==> config.mk <==
export PLATFORM = sky130hd
export DESIGN_NAME = qnigma_avg
export DESIGN_NICKNAME = d
export VERILOG_FILES = /design/src/rtl/qnigma_math_pkg.sv /design/src/rtl/qnigma_sum_tree.sv /design/src/rtl/qnigma_avg.sv
export SDC_FILE = /design/constraint.sdc
export NUM_CORES = 1
export LEC_CHECK = 0
export ABC_AREA = 1
export CAP_MARGIN = 30
export CORE_MARGIN = 8
export CORE_UTILIZATION = 51
export DETAILED_ROUTE_END_ITERATION = 7
export GPL_TIMING_DRIVEN = 0
export PLACE_DENSITY = 0.77
export REMOVE_ABC_BUFFERS = 1
export SLEW_MARGIN = 10
export SYNTH_ARGS = -nofsm -noshare
export SYNTH_HDL_FRONTEND = slang
export SYNTH_SLANG_ARGS = --single-unit
export TNS_END_PERCENT = 10
==> constraint.sdc <==
create_clock -name clk -period 2.11 [get_ports clk]
set_clock_uncertainty 0.1 [all_clocks]
set_input_delay 0.422 -clock clk [delete_from_list [all_inputs] [get_ports clk]]
set_output_delay 0.422 -clock clk [all_outputs]
set_load 0.01 [all_outputs]
==> src/rtl/qnigma_math_pkg.sv <==
// Shared arithmetic helpers for the qnigma averaging path: sum width,
// width-parameterised sign extension and the rounding arithmetic shift.
package qnigma_math_pkg;

    localparam int MATH_W = 64;

    typedef logic [MATH_W-1:0] wide_t;

    function automatic int sumw(input int w, input int n, input int k);
        return w + n + k;
    endfunction

    // Extend the low w bits of v to the full helper width.
    function automatic wide_t sext(input wide_t v, input int w, input bit sgn);
        wide_t r;
        r = {MATH_W{1'b0}};
        for (int i = 0; i < MATH_W; i++) begin
            if (i < w) begin
                r[i] = v[i];
            end else if (sgn) begin
                r[i] = v[w-1];
            end else begin
                r[i] = 1'b0;
            end
        end
        return r;
    endfunction

    // The wide helper width is the guard bit: adding the half never wraps.
    function automatic wide_t round_shift(input wide_t v, input int sh, input bit sgn, input bit rnd);
        wide_t b;
        if (rnd && sh > 0) begin
            b = v + (64'd1 << (sh - 1));
        end else begin
            b = v;
        end
        if (sgn) begin
            return wide_t'($signed(b) >>> sh);
        end else begin
            return b >> sh;
        end
    endfunction

endpackage

==> src/rtl/qnigma_sum_tree.sv <==
// Pipelined, valid-carrying adder tree: one registered pair-add stage per
// level, recursing on the half-width result until a single lane remains.
module qnigma_sum_tree
    import qnigma_math_pkg::*;
#(
    parameter int W      = 8,
    parameter int N      = 2,
    parameter bit SIGNED = 1'b0
) (
    input  logic                    clk,
    input  logic                    rst_n,
    input  logic                    clr,
    input  logic                    in_val,
    input  logic [2**N-1:0][W-1:0]  in_dat,
    output logic                    out_val,
    output logic [W+N-1:0]          out_sum
);

    localparam int HALF = 2**(N-1);

    logic [HALF-1:0][W:0] pair_r;
    logic                 pair_val_r;

    // Stage valid flag, flushed by reset and clr.
    always_ff @(posedge clk) begin
        if (!rst_n) begin
            pair_val_r <= 1'b0;
        end else if (clr) begin
            pair_val_r <= 1'b0;
        end else begin
            pair_val_r <= in_val;
        end
    end

    // Pair sums at one extra bit; data only moves with a valid beat.
    always_ff @(posedge clk) begin
        if (in_val) begin
            for (int i = 0; i < HALF; i++) begin
                pair_r[i] <= (W+1)'(sext(wide_t'(in_dat[2*i]), W, SIGNED)
                                  + sext(wide_t'(in_dat[2*i+1]), W, SIGNED));
            end
        end
    end

    generate
        if (N == 1) begin : g_leaf
            assign out_val = pair_val_r;
            assign out_sum = pair_r[0];
        end else begin : g_next
            qnigma_sum_tree #(
                .W      (W + 1),
                .N      (N - 1),
                .SIGNED (SIGNED)
            ) u_next (
                .clk     (clk),
                .rst_n   (rst_n),
                .clr     (clr),
                .in_val  (pair_val_r),
                .in_dat  (pair_r),
                .out_val (out_val),
                .out_sum (out_sum)
            );
        end
    endgenerate

endmodule

==> src/rtl/qnigma_avg.sv <==
// Streaming block averager: input capture, lane adder tree, then a beat
// accumulator emitting the full-precision block sum and its rounded average.
module qnigma_avg
    import qnigma_math_pkg::*;
#(
    parameter int W      = 8,
    parameter int N      = 2,
    parameter int K      = 2,
    parameter bit SIGNED = 1'b0,
    parameter bit ROUND  = 1'b1
) (
    input  logic                    clk,
    input  logic                    rst_n,
    input  logic                    clr,
    input  logic                    in_val,
    input  logic [2**N-1:0][W-1:0]  in_dat,
    output logic                    res_val,
    output logic [W+N+K-1:0]        res,
    output logic [W-1:0]            avg,
    output logic [K:0]              cnt
);

    localparam int         SW       = sumw(W, N, K);
    localparam logic [K:0] CNT_LAST = (K+1)'(2**K - 1);

    logic                   in_val_r;
    logic [2**N-1:0][W-1:0] in_dat_r;
    logic                   tree_val_s;
    logic [W+N-1:0]         tree_sum_s;
    logic [SW-1:0]          tree_ext_s;
    logic [SW-1:0]          acc_next_s;
    logic                   last_s;
    logic [SW-1:0]          acc_r;
    logic [K:0]             cnt_r;
    logic                   res_val_r;
    logic [SW-1:0]          res_r;
    logic [W-1:0]           avg_r;

    // Input capture valid; a beat coincident with clr is dropped here.
    always_ff @(posedge clk) begin
        if (!rst_n) begin
            in_val_r <= 1'b0;
        end else if (clr) begin
            in_val_r <= 1'b0;
        end else begin
            in_val_r <= in_val;
        end
    end

    // Input capture data.
    always_ff @(posedge clk) begin
        if (in_val) begin
            in_dat_r <= in_dat;
        end
    end

    qnigma_sum_tree #(
        .W      (W),
        .N      (N),
        .SIGNED (SIGNED)
    ) u_tree (
        .clk     (clk),
        .rst_n   (rst_n),
        .clr     (clr),
        .in_val  (in_val_r),
        .in_dat  (in_dat_r),
        .out_val (tree_val_s),
        .out_sum (tree_sum_s)
    );

    // Next accumulator value; the first beat of a block overwrites.
    always_comb begin
        tree_ext_s = SW'(sext(wide_t'(tree_sum_s), W + N, SIGNED));
        if (cnt_r == {(K+1){1'b0}}) begin
            acc_next_s = tree_ext_s;
        end else begin
            acc_next_s = acc_r + tree_ext_s;
        end
        last_s = (cnt_r == CNT_LAST);
    end

    // Accumulator, beat counter and result registers; clr beats a final beat.
    always_ff @(posedge clk) begin
        if (!rst_n) begin
            acc_r     <= {SW{1'b0}};
            cnt_r     <= {(K+1){1'b0}};
            res_val_r <= 1'b0;
            res_r     <= {SW{1'b0}};
            avg_r     <= {W{1'b0}};
        end else if (clr) begin
            acc_r     <= {SW{1'b0}};
            cnt_r     <= {(K+1){1'b0}};
            res_val_r <= 1'b0;
        end else if (tree_val_s) begin
            if (last_s) begin
                acc_r     <= {SW{1'b0}};
                cnt_r     <= {(K+1){1'b0}};
                res_val_r <= 1'b1;
                res_r     <= acc_next_s;
                avg_r     <= W'(round_shift(sext(wide_t'(acc_next_s), SW, SIGNED),
                                            N + K, SIGNED, ROUND));
            end else begin
                acc_r     <= acc_next_s;
                cnt_r     <= cnt_r + (K+1)'(1);
                res_val_r <= 1'b0;
            end
        end else begin
            res_val_r <= 1'b0;
        end
    end

    assign res_val = res_val_r;
    assign res     = res_r;
    assign avg     = avg_r;
    assign cnt     = cnt_r;

endmodule

=== Word-level counts from Yosys, hierarchy flattened ===
Index checks and enable logic that the tools add are counted.
W data, S select, Z words.

* $add $sub $neg: 6
* Eq/ne operators: 1
* Multiplexer cells: 104
* Bitwise gates (word level): 3
* Reduce and logical (&&, ||, !) cells: 4

{| class="wikitable"
|+ Operator list
! cell !! count
|-
| $mux W1 || 101
|-
| $mux W12 || 2
|-
| $add A9 B9 Y9 || 2
|-
| $add A12 B10 Y12 || 1
|-
| $add A12 B5 Y12 const B || 1
|-
| $add A10 B10 Y10 || 1
|-
| $add A3 B1 Y3 const B || 1
|-
| $eq A3 B2 Y1 const B || 1
|-
| $logic_not A3 Y1 || 1
|-
| $mux W3 || 1
|-
| $not A1 Y1 || 3
|-
| $reduce_and A3 Y1 || 1
|-
| $reduce_or A3 Y1 || 1
|-
| $reduce_or A2 Y1 || 1
|}

* Bits in registers: 99
* Bits of input ports: 36
* Output and inout port bits: 24
* Word-level logic and storage cells: 133

=== Depth between registers and ports, before layout ===
* Word-level depth: 7
* Depth in mapped cells: 19
* Gate-level depth less buffers: 19

=== By module ===
A second synthesis with hierarchy kept.

* Cells, all modules: 614
* Area, all modules: 5346.4 µm²

{| class="wikitable"
|+ By module, submodules not included
! module !! instances !! cells an instance !! area an instance (µm²) !! sequential area each (µm²)
|-
| qnigma_avg || 1 || 378 || 3255.6 || 1701.6
|-
| qnigma_sum_tree at u_tree || 1 || 145 || 1301.2 || 560.5
|-
| qnigma_sum_tree at u_tree.g_next.u_next || 1 || 91 || 789.5 || 320.3
|}

=== Least setup slack after synthesis ===
OpenSTA, ideal clock, no wires.

* Path type: flip-flop to flip-flop
* Start point: reg u_tree.g_next.u_next.pair_r, in the netlist u_tree.g_next.u_next.out_sum[0]
* End point: reg avg_r[7], in the netlist avg[7]
* Library setup time: 126 ps
* Arrival: 2096 ps
* Required time: 1884 ps
* Slack: -212 ps
* Cell stages (with the launch flop): 19
* Path buffers: 0
* Clock period less this slack: 2322 ps
* Cell sequence: edfxtp_1 -> ha_1 -> inv_1 -> fa_1 -> inv_1 -> nand2_1 -> nand2_2 -> nand3_1 -> nand3_2 -> o21ai_2 -> inv_2 -> ha_1 -> nand3_2 -> inv_1 -> nand2_1 -> nor2_1 -> nand3_1 -> nand2_1 -> a21oi_2

* Cells in the longest elaborated chain, start to end: 7
* Elaborated cells on any way between the ends: 51
* Those cells by class: 2 x add/sub; 49 x mux

{| class="wikitable"
|+ Ends and longest elaborated chain
! what !! RTL line !! text
|-
| start, declared || qnigma_sum_tree.sv:21 || <nowiki>logic [HALF-1:0][W:0] pair_r;</nowiki>
|-
| start signal, assigned by index || qnigma_sum_tree.sv:39 || <nowiki>pair_r[i] <= (W+1)'(sext(wide_t'(in_dat[2*i]), W, SIGNED)</nowiki>
|-
| $add A12 B10 Y12 || qnigma_avg.sv:77 || <nowiki>acc_next_s = acc_r + tree_ext_s;</nowiki>
|-
| $mux W12 || qnigma_avg.sv:74 || <nowiki>if (cnt_r == {(K+1){1'b0}}) begin</nowiki>
|-
| named net acc_next_s[4] || qnigma_avg.sv:31 || <nowiki>logic [SW-1:0] acc_next_s;</nowiki>
|-
| $mux W1 || qnigma_avg.sv:95 || <nowiki>if (last_s) begin</nowiki>
|-
| $mux W1 || qnigma_avg.sv:94 || <nowiki>end else if (tree_val_s) begin</nowiki>
|-
| $mux W1 || qnigma_avg.sv:90 || <nowiki>end else if (clr) begin</nowiki>
|-
| $mux W1 || qnigma_avg.sv:84 || <nowiki>if (!rst_n) begin</nowiki>
|-
| $add A12 B5 Y12 || qnigma_math_pkg.sv:33 || <nowiki>b = v + (64'd1 << (sh - 1));</nowiki>
|-
| end signal, assigned || qnigma_avg.sv:89 || <nowiki>avg_r <= {W{1'b0}};</nowiki>
|-
| end signal, assigned || qnigma_avg.sv:100 || <nowiki>avg_r <= W'(round_shift(sext(wide_t'(acc_next_s), SW, SIGNED),</nowiki>
|-
| end, declared || qnigma_avg.sv:37 || <nowiki>logic [W-1:0] avg_r;</nowiki>
|}

The timed path passes the listed nets, and every way through them passes these cells. The select of a mux whose other input is x is not followed.
A chain may end at the register's enable or synchronous reset.

=== Final worst setup path ===
* Start point: reg u_tree.g_next.u_next.pair_r, in the netlist u_tree.g_next.u_next.out_sum[0]
* End point: reg avg_r[6], in the netlist avg[6]

* Cells in the longest elaborated chain, start to end: 7
* Elaborated cells on any way between the ends: 47
* Those cells by class: 2 x add/sub; 45 x mux

{| class="wikitable"
|+ Ends and longest elaborated chain
! what !! RTL line
|-
| $add A12 B10 Y12 || qnigma_avg.sv:77
|-
| $mux W12 * || qnigma_avg.sv:74
|-
| $mux W1 || qnigma_avg.sv:95
|-
| $mux W1 || qnigma_avg.sv:94
|-
| $mux W1 || qnigma_avg.sv:90
|-
| $mux W1 || qnigma_avg.sv:84
|-
| $add A12 B5 Y12 * || qnigma_math_pkg.sv:33
|}

Mark *: on every way between the ends. The rest lies on a longest branch, timed or not. The select of a mux whose other input is x is not followed.

==> impl_metrics.prom <==
# TYPE chip_impl_metric gauge
chip_impl_metric{name="proportion_of_synthesized_chip_area_in_sequential_cells",unit="%"} 50.6
chip_impl_metric{name="synth_area",unit="um2"} 5110
chip_impl_info{name="setup.worst_path.start_class",value="flip-flop"} 1
chip_impl_metric{name="grt_start_max_net_pins",unit=""} 24
chip_impl_metric{name="post_route_utilization",unit="%"} 65.7
chip_impl_info{name="r2r-start",value="u_tree.g_next.u_next.out_sum[0]"} 1
chip_impl_metric{name="cts_buffers",unit=""} 9
chip_impl_metric{name="arrival_time_at_the_worst_endpoint",unit="ns"} 2.57
chip_impl_metric{name="ff2ff_setup_slack",unit="ns"} -0.29
chip_impl_info{name="hp-start",value="res[5]"} 1
chip_impl_metric{name="worst_hold_path.num_cells",unit=""} 2
chip_impl_metric{name="syn2layout_area_growth",unit="%"} 25.1
chip_impl_info{name="worst_hold_path_type",value="reg2reg"} 1
chip_impl_metric{name="start_util",unit="%"} 52.5
chip_impl_metric{name="place_hpwl",unit="mm"} 7.60
chip_impl_metric{name="power_density",unit="nW/um2"} 608
chip_impl_metric{name="min_period_over_period",unit="%"} 114
chip_impl_metric{name="share_of_total_power_in_combinational_logic",unit="%"} 13.3
chip_impl_metric{name="dieArea",unit="um2"} 13500
chip_impl_metric{name="clk_network_pwr_share",unit="%"} 29.9
chip_impl_metric{name="maxSlewHeadroom",unit="%"} 51.3
chip_impl_info{name="criticalPathCategory",value="reg2reg"} 1
chip_impl_metric{name="power.switching_fraction",unit="%"} 25.4
chip_impl_metric{name="vias",unit=""} 3933
chip_impl_metric{name="syn_inst",unit=""} 551
chip_impl_metric{name="internal-power",unit="mW"} 2.90
chip_impl_metric{name="hold_buffers",unit=""} 0
chip_impl_metric{name="maxClockFrequency",unit="MHz"} 417
chip_impl_metric{name="port_buffers",unit=""} 59
chip_impl_metric{name="global_route.usage.total",unit="%"} 15.6
chip_impl_metric{name="grt_pass1_vias",unit=""} 3892
chip_impl_info{name="setup.worst_path.end_class",value="flip-flop"} 1
chip_impl_info{name="violations_in_the_final_reports",value="setup timing"} 1
chip_impl_info{name="status",value="finished, violations left"} 1
chip_impl_metric{name="fp-row-count",unit=""} 36
chip_impl_metric{name="syn_avg_cell_area",unit="um2"} 9.27
chip_impl_metric{name="fin_total_pwr",unit="mW"} 3.89
chip_impl_info{name="cts_tree",value="built"} 1
chip_impl_metric{name="critPathMaxFanout",unit=""} 3
chip_impl_metric{name="share_of_power_burned_in_registers",unit="%"} 56.9
chip_impl_metric{name="core_area",unit="um2"} 9730
chip_impl_metric{name="ff2ff_path_depth",unit=""} 18
chip_impl_metric{name="yosys_warnings",unit=""} 0
chip_impl_metric{name="worst-endpoint-required",unit="ns"} 2.28
chip_impl_metric{name="detail-route-antenna-nets",unit=""} 0
chip_impl_metric{name="clk_pin_slew_worst_paths",unit="ns"} 0.10
chip_impl_metric{name="switchingPower",unit="uW"} 989
chip_impl_metric{name="worstSkewPairLatency",unit="ns"} 0.37
chip_impl_metric{name="nets",unit=""} 703
chip_impl_metric{name="drt-wirelength-per-cell",unit="um"} 13.5
chip_impl_metric{name="drt_pass1_iterations",unit=""} 4
chip_impl_metric{name="drt_iter0_markers",unit=""} 251
chip_impl_metric{name="antenna_cells",unit=""} 0
chip_impl_metric{name="postSynth.asyncResetShare",unit="%"} 0
chip_impl_info{name="unrepaired_setup_endpoints_after_global_routing",value="yes"} 1
chip_impl_metric{name="fin_hold_ws",unit="ns"} 0.373
chip_impl_metric{name="n_fill_cell",unit=""} 771
chip_impl_metric{name="vias_per_cell",unit=""} 5.15
chip_impl_metric{name="register_bit_count_reported_by_yosys",unit=""} 99
chip_impl_metric{name="power.leakage",unit="nW"} 2.55
chip_impl_metric{name="final-seq-area",unit="um2"} 2580
chip_impl_metric{name="count_of_flip_flops_with_a_built_in_enable_after_synthesis",unit=""} 60
chip_impl_metric{name="grt_pass1_wl",unit="mm"} 16.7
chip_impl_metric{name="floorplan.die.width",unit="um"} 116
chip_impl_info{name="hold_endpoint",value="res[5]"} 1
chip_impl_metric{name="power.ir.vdd_worst",unit="V"} 0.000435
chip_impl_metric{name="htree_levels",unit=""} 3
chip_impl_info{name="root_buffer_master",value="sky130_fd_sc_hd__clkbuf_8"} 1
chip_impl_metric{name="hold_violations",unit=""} 0
chip_impl_metric{name="gr-total-overflow",unit=""} 0
chip_impl_metric{name="globalplace.congestion",unit=""} 0.895
chip_impl_metric{name="ys_types",unit=""} 37
chip_impl_metric{name="clock_path_buffers",unit=""} 2
chip_impl_metric{name="timing.final.crit_period",unit="ns"} 2.40
chip_impl_metric{name="final-max-slew-violation-count",unit=""} 0
chip_impl_metric{name="setup_viol_count_final",unit=""} 12
chip_impl_metric{name="postLayoutSetupSlackWorst",unit="ns"} -0.286
chip_impl_metric{name="number_of_clock_sinks",unit=""} 99
chip_impl_metric{name="antenna_found_initial",unit=""} 0
chip_impl_metric{name="drt_drc_violations_left",unit=""} 0
chip_impl_metric{name="total_area_of_multi_input_combinational_cells",unit="um2"} 2470
chip_impl_info{name="r2r_end",value="avg[6]"} 1
chip_impl_metric{name="timing_worst_slew_pin_value",unit="ns"} 0.730
chip_impl_metric{name="ios",unit=""} 60
chip_impl_metric{name="max_cap_violations",unit=""} 0
chip_impl_info{name="synth-main-ff-cell",value="sky130_fd_sc_hd__edfxtp_1"} 1
chip_impl_metric{name="totalWireLength",unit="mm"} 10.3
chip_impl_metric{name="chipHeight",unit="um"} 116
chip_impl_metric{name="drive_gt1_share",unit="%"} 18.4
chip_impl_metric{name="pre_cts_slack",unit="ns"} -0.577
cell usage in the layout (no fill, tap or decap), types with 3 or more instances in the layout:
cell / synthesis / final
sky130_fd_sc_hd__nand2_1: 108 / 102
sky130_fd_sc_hd__inv_1: 68 / 65
sky130_fd_sc_hd__edfxtp_1: 60 / 60
sky130_fd_sc_hd__clkdlybuf4s50_1: 0 / 59
sky130_fd_sc_hd__nor2_1: 46 / 41
sky130_fd_sc_hd__a21oi_1: 46 / 41
sky130_fd_sc_hd__dfxtp_1: 39 / 38
sky130_fd_sc_hd__ha_1: 38 / 26
sky130_fd_sc_hd__nand3_1: 22 / 19
sky130_fd_sc_hd__o21ai_0: 24 / 19
sky130_fd_sc_hd__nand2_2: 15 / 18
sky130_fd_sc_hd__xor2_1: 12 / 12
sky130_fd_sc_hd__buf_4: 2 / 12
sky130_fd_sc_hd__ha_4: 0 / 10
sky130_fd_sc_hd__clkbuf_8: 0 / 10
sky130_fd_sc_hd__inv_2: 6 / 9
sky130_fd_sc_hd__a21oi_2: 3 / 8
sky130_fd_sc_hd__nand3_2: 5 / 7
sky130_fd_sc_hd__xnor2_1: 7 / 7
sky130_fd_sc_hd__nor2_2: 5 / 7
sky130_fd_sc_hd__o21ai_1: 3 / 6
sky130_fd_sc_hd__or2_2: 5 / 5
sky130_fd_sc_hd__nor2_4: 2 / 5
sky130_fd_sc_hd__nand2_4: 1 / 4
sky130_fd_sc_hd__nand4_1: 4 / 4
sky130_fd_sc_hd__o21ai_2: 1 / 3
sky130_fd_sc_hd__o21bai_1: 3 / 3
sky130_fd_sc_hd__a31oi_1: 3 / 3
synthesized netlist by cell type (2+ instances only):
cell type / instances / area share (%)
sky130_fd_sc_hd__o21ai_1: 3 / 0.29
sky130_fd_sc_hd__nand3_2: 5 / 0.98
sky130_fd_sc_hd__o21ai_0: 24 / 2.4
sky130_fd_sc_hd__nor3_1: 2 / 0.20
sky130_fd_sc_hd__a21oi_1: 46 / 4.5
sky130_fd_sc_hd__a21o_1: 2 / 0.29
sky130_fd_sc_hd__nor2_1: 46 / 3.4
sky130_fd_sc_hd__nor2_2: 5 / 0.61
sky130_fd_sc_hd__nand2_1: 108 / 7.9
sky130_fd_sc_hd__clkbuf_1: 5 / 0.37
sky130_fd_sc_hd__a21oi_2: 3 / 0.51
sky130_fd_sc_hd__ha_1: 38 / 9.3
sky130_fd_sc_hd__nor2_4: 2 / 0.44
sky130_fd_sc_hd__o21bai_1: 3 / 0.44
sky130_fd_sc_hd__nand4_1: 4 / 0.49
sky130_fd_sc_hd__inv_2: 6 / 0.44
sky130_fd_sc_hd__or2_2: 5 / 0.61
sky130_fd_sc_hd__xnor2_1: 7 / 1.2
sky130_fd_sc_hd__nand3_1: 22 / 2.2
sky130_fd_sc_hd__a31oi_1: 3 / 0.37
sky130_fd_sc_hd__fa_1: 4 / 1.6
sky130_fd_sc_hd__edfxtp_1: 60 / 35
sky130_fd_sc_hd__a2bb2oi_1: 2 / 0.34
sky130_fd_sc_hd__buf_2: 2 / 0.20
sky130_fd_sc_hd__xor2_1: 12 / 2.1
sky130_fd_sc_hd__nand2_2: 15 / 1.8
sky130_fd_sc_hd__inv_1: 68 / 5.0
sky130_fd_sc_hd__buf_4: 2 / 0.29
sky130_fd_sc_hd__dfxtp_1: 39 / 15
logic make-up after synthesis:
logic type | share of synthesized area [%]
xor gates and xnor gates | 3.26
buffers and inverters | 6.44
AOI/OAI and AO/OA | 9.65
adders and majority gates | 10.9
DFF | 50.6
muxes | 0.196
and+or+nand+nor | 19.0
timing repair:
item / 4_1_cts / 5_1_grt
gates resized for setup: 28 / 30
setup buffers: 9 / 3
setup endpoints to repair: 18 / 32
pin swaps: 12 / 8
sequential cells by signal, indices dropped and copies added (netlist names):
signal                        cells
acc_r                            12
u_tree.g_next.u_next.out_sum     10
u_tree.g_next.u_next.out_val      1
u_tree.pair_r                    18
res                              12
in_val_r                          1
avg                               8
res_val                           1
in_dat_r                         32
cnt                               3
u_tree.pair_val_r                 1
through the flow:
step | cells | area (um2) | setup TNS (ns)
final | 763 | 6390 | -2.02
after global routing | 763 | 6390 | -4.08
after CTS | 760 | 6210 | -1.44
after detailed placement | 735 | 5850 | -7.91
after global placement | 733 | 5820 | -42.20
after floorplan | 541 | 5060 | -14.88
metal layers:
layer / vias to the layer above / GRT usage [%] / share of wire [%]
li1: 1967 / - / -
met1: 1846 / 15.7 / 38
met2: 99 / 29.5 / 55
met3: 21 / 4.17 / 5.3
met4: 0 / 6.31 / 1.9
met5: - / 0 / 0
power by group through the flow:
stage | sequential (mW) | combinational (mW) | clock, mW
final | 2.21 | 0.515 | 1.16
after global routing | 2.22 | 0.585 | 1.28
after CTS | 2.21 | 0.496 | 1.18
after detailed placement | 2.25 | 0.481 | 0
after global placement | 2.25 | 0.456 | 0
after floorplan | 2.24 | 0.329 | 0
worst max-delay path, cell delays in order, from the launching register on:
cell                       delay (ns)
sky130_fd_sc_hd__edfxtp_1        0.41
sky130_fd_sc_hd__ha_4            0.17
sky130_fd_sc_hd__inv_2           0.04
sky130_fd_sc_hd__fa_2            0.33
sky130_fd_sc_hd__inv_2           0.09
sky130_fd_sc_hd__nand2_4         0.06
sky130_fd_sc_hd__nand2_4         0.08
sky130_fd_sc_hd__buf_6           0.10
sky130_fd_sc_hd__nand3_2         0.07
sky130_fd_sc_hd__nand2_2         0.08
sky130_fd_sc_hd__nand2_1         0.07
sky130_fd_sc_hd__nand3_2         0.10
sky130_fd_sc_hd__nand2_2         0.09
sky130_fd_sc_hd__nor2_4          0.10
sky130_fd_sc_hd__nand2_2         0.09
sky130_fd_sc_hd__o21ai_2         0.13
sky130_fd_sc_hd__nand3_1         0.08
sky130_fd_sc_hd__nand2_1         0.07
sky130_fd_sc_hd__inv_1           0.04
cell type report:
class,instances,share of cell area [%]
multi-input combinational,367,38.6
sequential,99,40.4
timing repair buffer,73,11.1
clock inverter,6,0.764
tap,133,2.60
inverter,75,4.40
clock buffer,10,2.15
how the worst max path moves through the flow:
stage                                         start  endpoint  slack [ns]  depth (start not counted)
finish              u_tree.g_next.u_next.out_sum[0]    avg[6]       -0.29                         18
global route        u_tree.g_next.u_next.out_sum[0]    avg[6]       -0.42                         18
CTS                 u_tree.g_next.u_next.out_sum[0]    avg[6]       -0.23                         18
detailed placement  u_tree.g_next.u_next.out_sum[0]    avg[7]       -0.58                         18
global placement                                clr    avg[1]       -2.07                          5
floorplan                                    cnt[0]    avg[1]       -0.99                          6
Note: power is estimated with default switching activity, not from simulation.
